## config.mk

```make
export PLATFORM = sky130hd
export DESIGN_NAME = audio_frame_interleaver
export DESIGN_NICKNAME = d
export VERILOG_FILES = /design/src/rtl/audio_frame_interleaver.sv
export SDC_FILE = /design/constraint.sdc
export NUM_CORES = 1
export LEC_CHECK = 0
export ABC_AREA = 1
export BUFFER_PORTS_ARGS = -buffer_cell sky130_fd_sc_hd__buf_2
export CORE_MARGIN = 5
export CORE_UTILIZATION = 53
export DETAILED_ROUTE_END_ITERATION = 16
export PLACE_DENSITY_LB_ADDON = 0.12
export SKIP_LAST_GASP = 1
export SLEW_MARGIN = 5
export SYNTH_ARGS = -nofsm -noshare
export SYNTH_HDL_FRONTEND = slang
export SYNTH_SLANG_ARGS = --single-unit
```

## constraint.sdc

```tcl
create_clock -name clock -period 2.5 [get_ports clock]
set_clock_uncertainty 0.1 [all_clocks]
set_input_delay 0.25 -clock clock [delete_from_list [all_inputs] [get_ports clock]]
set_output_delay 0.25 -clock clock [all_outputs]
set_load 0.005 [all_outputs]
```

## src/rtl/audio_frame_interleaver.sv

```systemverilog
// rtl/audio_frame_interleaver.sv - lockstep N-channel FIFO drain serialised onto one tagged stream
module audio_frame_interleaver #(
    parameter int DATA_SIZE    = 32,
    parameter int NUM_CHANNELS = 2,
    parameter int CH_BITS      = 3,
    parameter int FCW          = 16
) (
    input  logic                              clock,
    input  logic                              reset,
    input  logic                              start,
    input  logic [FCW-1:0]                    frame_limit,
    input  logic [NUM_CHANNELS-1:0]           ch_empty,
    input  logic [NUM_CHANNELS*DATA_SIZE-1:0] ch_dout,
    output logic [NUM_CHANNELS-1:0]           ch_rd_en,
    output logic                              out_valid,
    input  logic                              out_ready,
    output logic [DATA_SIZE-1:0]              out_data,
    output logic [CH_BITS-1:0]                out_channel,
    output logic                              out_last,
    output logic [FCW-1:0]                    frames_done,
    output logic                              busy,
    output logic                              done
);

    typedef enum logic [1:0] {
        ST_IDLE,
        ST_WAIT,
        ST_SEND,
        ST_DONE
    } state_t;

    localparam logic [CH_BITS-1:0] LAST_CH = CH_BITS'(NUM_CHANNELS - 1);

    state_t                            state;
    logic [FCW-1:0]                    limit_q;
    // Captured frame; the channel currently on the output always sits in the low slot.
    logic [NUM_CHANNELS*DATA_SIZE-1:0] frame_buf;
    logic                              frame_ready;
    logic [CH_BITS-1:0]                next_ch;
    logic [FCW-1:0]                    next_count;

    // A frame may only be popped when every channel has a sample, so pops are never partial.
    assign frame_ready = ~|ch_empty;
    assign ch_rd_en    = {NUM_CHANNELS{(state == ST_WAIT) && frame_ready}};
    assign next_ch     = out_channel + 1'b1;
    assign next_count  = frames_done + 1'b1;
    assign out_data    = frame_buf[DATA_SIZE-1:0];
    assign busy        = (state != ST_IDLE);
    assign done        = (state == ST_DONE);

    // Run control, frame capture and serialisation of the captured frame.
    always_ff @(posedge clock or negedge reset) begin
        if (!reset) begin
            state       <= ST_IDLE;
            limit_q     <= '0;
            frame_buf   <= '0;
            out_valid   <= 1'b0;
            out_channel <= '0;
            out_last    <= 1'b0;
            frames_done <= '0;
        end else begin
            case (state)
                ST_IDLE: begin
                    if (start) begin
                        frames_done <= '0;
                        if (frame_limit != '0) begin
                            limit_q <= frame_limit;
                            state   <= ST_WAIT;
                        end else begin
                            state <= ST_DONE;
                        end
                    end
                end
                ST_WAIT: begin
                    if (frame_ready) begin
                        frame_buf   <= ch_dout;
                        out_channel <= '0;
                        out_last    <= (NUM_CHANNELS == 1);
                        out_valid   <= 1'b1;
                        state       <= ST_SEND;
                    end
                end
                ST_SEND: begin
                    if (out_ready) begin
                        if (!out_last) begin
                            frame_buf   <= frame_buf >> DATA_SIZE;
                            out_channel <= next_ch;
                            out_last    <= (next_ch == LAST_CH);
                        end else begin
                            out_valid   <= 1'b0;
                            out_last    <= 1'b0;
                            frames_done <= next_count;
                            state       <= (next_count == limit_q) ? ST_DONE : ST_WAIT;
                        end
                    end
                end
                ST_DONE: begin
                    state <= ST_IDLE;
                end
                default: begin
                    state <= ST_IDLE;
                end
            endcase
        end
    end

endmodule
```

### Yosys cells after proc, flatten, opt, wreduce, memory -nomap -nowiden

Index checks and enable logic that the tools add are counted.

| operators by class | value |
|---|---|
| bitwise gates (word level) | 0 |
| reductions and logical operators | 14 |
| shifts and indexed selects | 0 |
| multiply operators | 0 |
| $add $sub $neg | 2 |
| multiplexer cells | 27 |
| magnitude comparators | 0 |
| equality and inequality tests | 10 |
| divide/modulo/power cells | 0 |

Operator list:

| kind | number |
|---|---|
| two-way mux 64 bit | 3 |
| case mux 64 bit (2 select lines) | 1 |
| two-way mux 16 bit | 3 |
| case mux 16 bit (2 select lines) | 1 |
| adder 16 x 1 -> 16 bit (second input constant) | 1 |
| equality test 16 bit | 1 |
| AND reduction 4 bit | 4 |
| nonzero test 16 bit | 1 |
| two-way mux 2 bit | 6 |
| inequality test 2 bit (second input constant) | 5 |
| two-way mux 3 bit | 3 |
| case mux 2 bit (4 select lines) | 1 |
| two-way mux 1 bit | 6 |
| case mux 3 bit (2 select lines) | 1 |
| AND reduction 3 bit | 2 |
| nonzero test 2 bit | 3 |
| equality test 2 bit (second input constant) | 2 |
| case mux 1 bit (2 select lines) | 2 |
| adder 3 x 1 -> 3 bit (second input constant) | 1 |
| equality test 3 x 1 -> 1 bit (second input constant) | 1 |
| equality test 2 x 1 -> 1 bit (second input constant) | 1 |
| logical NOT 2 bit | 1 |
| OR reduction 2 bit | 1 |
| logical AND 1 bit | 1 |
| logical NOT 1 bit | 1 |

| word-level totals | value |
|---|---|
| memory bits (read-only) | 0 |
| input bits | 86 |
| memory bits (writable) | 0 |
| latch bits | 0 |
| flip-flop bits (word level) | 103 |
| memories | 0 |

### Longest topological paths before layout

Gate-level depths: netlist (run 1).

| depth | value |
|---|---|
| depth in word-level cells | 6 |
| gate-level depth with buffers | 14 |
| depth with buffers taken out | 14 |

### Worst setup path after synthesis (run 1)

No wires, ideal clock.

| path | value |
|---|---|
| path type | reg-to-reg |
| from | reg frames_done[0] |
| to | reg state[1] |
| slack | 0.632 ns |
| path buffers | 0 |
| period minus slack after synthesis | 1.868 ns |
| data arrival time | 1.691 ns |
| cell stages (with the launch flop) | 14 |
| library setup time | 0.077 ns |
| cells stage by stage | dfrtp_1 -> ha_1 -> nand2_1 -> nor2_1 -> nand3_1 -> nand2_1 -> nand2_1 -> nand2_1 -> nand2_1 -> nor2_1 -> nand2_1 -> nor2_1 -> nand2_1 -> a21oi_1 |

| between the ends | value |
|---|---|
| word-level cells in the longest chain between the ends | 6 |

Ends and longest elaborated chain:

| element | RTL line | RTL |
|---|---|---|
| start: declaration | 20 | `output logic [FCW-1:0] frames_done,` |
| start signal: assignment | 92 | `frames_done <= next_count;` |
| adder 16 x 1 -> 16 bit | 46 | `assign next_count = frames_done + 1'b1;` |
| equality test 16 bit | 93 | `state <= (next_count == limit_q) ? ST_DONE : ST_WAIT;` |
| two-way mux 2 bit | 93 |  |
| two-way mux 2 bit | 85 | `if (!out_last) begin` |
| two-way mux 2 bit | 84 | `if (out_ready) begin` |
| case mux 2 bit (4 select lines) | 62 | `case (state)` |
| end signal: assignment | 93 |  |
| end: declaration | 34 | `state_t state;` |

No other way between the ends. The select of a mux whose other input is x is not followed.
A chain may end at the register's enable or synchronous reset.

### Final worst setup path (run 1)

Same ends and word-level chain as after synthesis.

==> results.md, run 1 <==
* Vias in the first global route at ~4.6k
* Sw Pwr at roughly 2.3 mW
* Design area at between 6000 and 7000 um2
* Placement Cell Area at ~6000 um2
* Setup_tns at 0 ns
* Critical R2R Capture: state[1]
* Min Tclk post-route at between 2 and 2.5 ns
* Fill cells at 872
* Final Worst Setup Slack at roughly 0.27 ns
* Most frequent cells in the layout: 215 x nand2_1, 141 x buf_2, 103 x dfrtp_1, 73 x nor2_1, 48 x inv_1
* Initial antenna violation count at 0
* Non-Filler Instances at 941
* CP Cell Sequence: ha_1 > nand2_1 > nor2_1 > nand3_1 > nand2_1 > nand2_1 > nand2_1 > nand2_1 > nor2_1 > nand2_1 > nor2_1 > nand2_1 > a21oi_1
* Register area share after synthesis at between 40% and 50%
* Slew headroom at ~55%
* Crit path arrival time at 2.41 ns
* Yosys top cell area share at 49.48%
* CTS tree: done
* TritonCTS buffer count at 9
* Synth cell types at 29
* Port Buffer Count at about 140
* I/O pin total at ~140
* Clock share of power at around 15%
* # nets final at a little under 900
* Internal Power at 3.598 mW
* Share of cells above drive strength 1 at between 20% and 30%
* Seq pwr share at between 40% and 50%
* Number of H-tree levels at 3
* Fin. Hold Viols at 0
* Syn nets at 759
* Remaining Overflow, GRT at 0
* RR Startpoint: frames_done[0]
* HPWL Detailed at 9.726 mm
* Final GP Congestion at between 0.8 and 0.9
* Worst setup endpoint: state[1]
* CTS Sinks at 103
* Setup Buffers After CTS at 0
* WL per Instance at ~14 um
* All-Layer GR Usage at between 20% and 30%
* Clk Latency, worst-skew pair at 0.36 ns
* Max cap viols at 0
* Critical Path End Type: register
* Die area at 11910 um2
* CP Class: reg2reg
* Commonest non-fill, non-tap cell in the layout: nand2_1
* Via density at 5.118
* Final ANT Viol Nets at 0
* Syn avg cell area at ~7.8 um2
* Final WL at ~14 mm
* Slew @ Worst Pin at 0.6783 ns
* Reg2Reg Setup Slack at around 0.27 ns
* #FFs+latches synth at ~100
* Remaining DRCs at 0
* RSZ-0062 raised after global routing: no
* Reg2reg path depth at 13
* Area leader, netlist: dfrtp_1
* Peak VDD IR at about 460 uV
* CP required at between 2 and 3 ns
* Largest net degree at the start of global routing at 54
* Pre-Repair DR Iteration Count at 5
* HP Class: in2reg
* First-pass GRT wire length at around 22 mm
* Outcome: finished clean
* Final setup viols at 0
* Bufs on Longest Clock Path at 2
* Rows at 36
* Worst path slowest cell: dfrtp_1
* Most common cell on crit path: nand2_1
* DP Worst Slack at between 0.3 and 0.4 ns
* Max Fclk at approximately 450 MHz
* Vias at between 4k and 5k
* Die width at about 110 um
* Crit-path max FO at 7
* Period utilization at 89.01%
* Sw Share at between 30% and 40%
* Reg clk slew, reported paths at about 0.090 ns
* Leakage at ~3.2 nW
* Dpl cells at approximately 900
* Mapped cell area at roughly 5200 um2
* Max incr delay on CP at around 0.43 ns
* Final Max Slew Viols at 0
* CP startpoint: frames_done[0]
* PwrDens at 936.5 nW/um2
* Critical Path Start Type: register
* Initial cell density of the core at 53.79%
* Clock root buffer: clkbuf_8
* Cells after synthesis at 670
* Drt initial violations at 221
* Synth Warn # at 0
* Area delta synth->final at 20.44%
* Core ar. at around 9700 um2
* Comb pwr share at between 30% and 40%
* Die Y at 109.1 um
* Synth top area cells: dfrtp_1 49%, nand2_1 15%, nor2_1 5.3%
cell families (layout without fill, tap and decap cells):
family	count (synthesis)	after routing	share of synthesized area [%]
compound gates	106	106	11.31
xor+xnor	3	3	0.7687
buf+inv	110	247	10.59
fa+ha+maj	3	3	0.7207
simple gates	345	345	27.12
flops	103	103	49.48
other cells	0	1	0
area by class of cell:
class / count / area, um2 / share of cell area (%)
timing repair buffer: 182 / 1096 / 17.47
clock inverter: 3 / 21.27 / 0.3391
clock buffer: 12 / 135.1 / 2.154
tap: 133 / 166.4 / 2.653
multi-input combinational: 457 / 2087 / 33.27
inverter: 50 / 187.7 / 2.992
antenna: 1 / 2.502 / 0.03989
sequential: 103 / 2577 / 41.08
how the worst min path moves through the flow:
stage | startpoint | to | slack [ns] | cells past startpoint
6_report | ch_dout[63] | frame_buf[63] | 0.01 | 3
5_1_grt | ch_dout[63] | frame_buf[63] | 0.003 | 3
2_1_floorplan | reset | frame_buf[0] | -0.15 | 0
4_1_cts | ch_dout[63] | frame_buf[63] | 0.002 | 3
3_3_place_gp | reset | frame_buf[13] | 0.23 | 1
3_5_place_dp | reset | frame_buf[13] | 0.23 | 1
synth_stat cells, drive strengths merged:
library cell and number:
nand2 216, dfrtp 103, nor2 78, inv 50, o21ai 49, buf 41
nand3 34, a31oi 32, clkbuf 19, a21oi 13, nand4 9, o22ai 9
nor4 5, ha 3, and2 1, nand3b 1, nor3 1, o211ai 1
o21bai 1, o31ai 1, xnor2 1, xnor3 1, xor2 1
metal layers:
layer  GRT usage, %  wire, um
met5              0         0
met4          7.665       170
met1          29.71      5757
met2          42.02      6884
met3          2.901       760
sequential cells by signal (all words and copies together) (netlist names):
| name | flops |
|---|---|
| frame_buf | 64 |
| frames_done | 16 |
| limit_q | 16 |
| out_channel | 3 |
| out_last | 1 |
| out_valid | 1 |
| state | 2 |
power groups by stage:
| stage | clock network, mW | logic, mW | registers, mW |
|---|---|---|---|
| finish | 0.907 | 2.27 | 2.70 |
| global route | 0.992 | 2.59 | 2.79 |
| CTS | 0.941 | 2.30 | 2.70 |
| detailed placement | 0 | 2.26 | 2.74 |
| global placement | 0 | 2.21 | 2.71 |
| floorplan | 0 | 1.82 | 2.65 |
through the flow:
step                hold WS, ns  util (%)  power (mW)
global route           0.003268     64.75       6.377
global placement         0.2303     60.25       4.919
CTS                    0.001710     64.75       5.941
floorplan               -0.1456         -       4.472
detailed placement       0.2321     60.25       5.000
finish                  0.01291     64.78       5.875
worst max-delay path, delay by kind of cell (launching register included):
family | cells | cell delay [ns]
simple gates | 11 | 1.28
flops | 1 | 0.43
compound gates | 1 | 0.11
fa+ha+maj | 1 | 0.23
what timing repair did:
action / CTS / global route
endpoints found under the hold margin: 79 / 0
resized for setup: 0 / 0
hold buffers: 28 / 0
Note: power is estimated with default switching activity, not from simulation.
==> inputs of run 2 (changes only) <==
Settings changed: ABC_AREA 1 to unset.
==> results.md, run 2 <==
* Count leader, synth: dfrtp_1
* Crit path arrival time at slightly below 2 ns
* #FFs+latches synth at about 100
* Final WL at 12.72 mm
* Max cap viols at 0
* Initial antenna violation count at 0
* Area leader, netlist: dfrtp_1
* Post-cts resize count at 0
* Setup_tns at 0 ns
* Syn avg cell area at 10.37 um2
* Clk Latency, worst-skew pair at approximately 0.36 ns
* # nets final at 717
* DP Worst Slack at roughly 0.18 ns
* Register area share after synthesis at between 40% and 50%
* Synth top area cells: dfrtp_1 49%, mux2i_1 6.3%, o21ai_0 5.9%
* Period utilization at between 90 and 100%
* Vias at ~4.2k
* Async SR Flop Fraction at 100.0%
* Die Y at 109.6 um
* CTS Sinks at roughly 100
* Critical Path Start Type: register
* Most frequent cells in the layout: 141 x buf_2, 103 x dfrtp_1, 62 x o21ai_0, 56 x nand2_1
* Critical Path End Type: output pin
* Core ar. at a little under 10000 um2
* Pre-Repair DR Iteration Count at 5
* Clock root buffer: clkbuf_8
* Dpl cells at slightly above 700
* HP Class: in2reg
* Min Tclk post-route at ~2.3 ns
* All-Layer GR Usage at between 20% and 30%
* Sw Pwr at approximately 2.2 mW
* N_diodes at 0
* TritonCTS buffer count at 9
* Via density at approximately 5.4
* Final core utilization at approximately 65%
* Max reg flops at 64
* Vias in the first global route at around 4.2k
* Drt initial violations at about 170
* Remaining DRCs at 0
* Synth cell types at between 40 and 50
* Max Fclk at about 440 MHz
* Final ANT Viol Nets at 0
* Die width at roughly 110 um
* Cells after synthesis at ~500
* Sw Share at a little over a third
* I/O pin total at 143
* Comb pwr share at between 30% and 40%
* Internal Power at between 3 and 4 mW
* Initial cell density of the core at 54.05%
* Total power draw at 5.976 mW
* Synth cell count leaders: 103 x dfrtp_1, 62 x o21ai_0, 56 x nand2_1
* Hold slack at a little over 0.006 ns
* HPWL Detailed at 9.177 mm
* Biggest regs: frame_buf x64, frames_done x16, limit_q x16
* Number of H-tree levels at 3
* Top reg by flops: frame_buf
* WL per Instance at 16.60 um
* Placement Cell Area at between 5000 and 6000 um2
* Crit-path max FO at 35
* Port Buffer Count at 142
* Slew @ Worst Pin at about 0.65 ns
* CP required at about 2.2 ns
* Largest net degree at the start of global routing at a little under 100
* Final setup viols at 0
* Die area at around 12000 um2
* Non-Filler Instances at 766
* Remaining Overflow, GRT at 0
* Seq pwr share at roughly 46%
* Outcome: finished clean
* Reg clk slew, reported paths at 0.10 ns
* Synth Warn # at 0
* PwrDens at 949.5 nW/um2
* Clock share of power at 16.8%
* Share of cells above drive strength 1 at a little under a third
* Setup Buffers After CTS at 0
* Commonest non-fill, non-tap cell in the layout: buf_2
* Yosys top cell area share at about half
* Fin. Hold Viols at 0
* Syn nets at between 500 and 600
* Slew headroom at about 56%
* Hold_buf cts at 20
* RSZ-0062 raised after global routing: no
* CP Class: reg2out
* Final Worst Setup Slack at between 0.2 and 0.25 ns
* Peak VDD IR at approximately 590 uV
* Post-synth top flop: dfrtp_1
* CTS tree: done
* Bufs on Longest Clock Path at 2
* Mapped cell area at roughly 5300 um2
* Final GP Congestion at ~0.87
* Leakage at slightly above 3 nW
* First-pass GRT wire length at roughly 21 mm
* Final Max Slew Viols at 0
* Rows at 36
* Post-synth EDFFs at 0
* Area delta synth->final at 19.68%
* Design area at roughly 6300 um2
[run 2: cell families after synthesis]
family          synth area share (%)
simple gates                   13.61
compound gates                 15.16
flops                          49.01
buf+inv                        8.089
mux                            9.921
xor+xnor                       3.498
fa+ha+maj                     0.7139
[run 2: power groups by stage]
stage,combinational (mW),sequential (mW),clock (mW)
4_1_cts,2.23,2.76,1.04
2_1_floorplan,1.84,2.63,0
3_3_place_gp,2.14,2.76,0
3_5_place_dp,2.21,2.78,0
5_1_grt,2.48,2.84,1.10
6_report,2.21,2.76,1.01
[run 2: path summary, 6_finish.rpt]
kind	depth (start not counted)	slack, ns	start	end
setup / recovery	4	0.20	state[1]	ch_rd_en[1]
hold / removal	2	0.006	ch_dout[55]	frame_buf[55]
setup reg to reg	8	0.24	frames_done[1]	state[1]
hold reg to reg	2	0.38	frame_buf[31]	frame_buf[31]
max in group asynchronous	3	1.22	reset	frame_buf[24]
min in group asynchronous	2	0.35	reset	out_channel[2]
[run 2: layer usage]
| metal | up-vias | global-route usage (%) | routed length [um] |
|---|---|---|---|
| met3 | 16 | 5.755 | 841 |
| met2 | 133 | 36.09 | 6323 |
| met1 | 2000 | 28.47 | 5333 |
| met4 | 0 | 6.946 | 216 |
| met5 | - | 0 | 0 |
| li1 | 2010 | - | - |
[run 2: worst max-delay path, stage by stage (launching register included)]
cell	delay, ns
dfrtp_1	0.49
nand2b_1	0.22
nor3_2	0.43
buf_12	0.27
buf_2	0.15
[run 2: layout make-up]
type / instances / area [um2]
Clock buffer: 10 / 137.6
Clock inverter: 6 / 50.05
Fill cell: 808 / 3436
Inverter: 5 / 18.77
Multi-Input combinational cell: 332 / 2282
Sequential cell: 103 / 2577
Tap cell: 133 / 166.4
Timing Repair Buffer: 177 / 1061
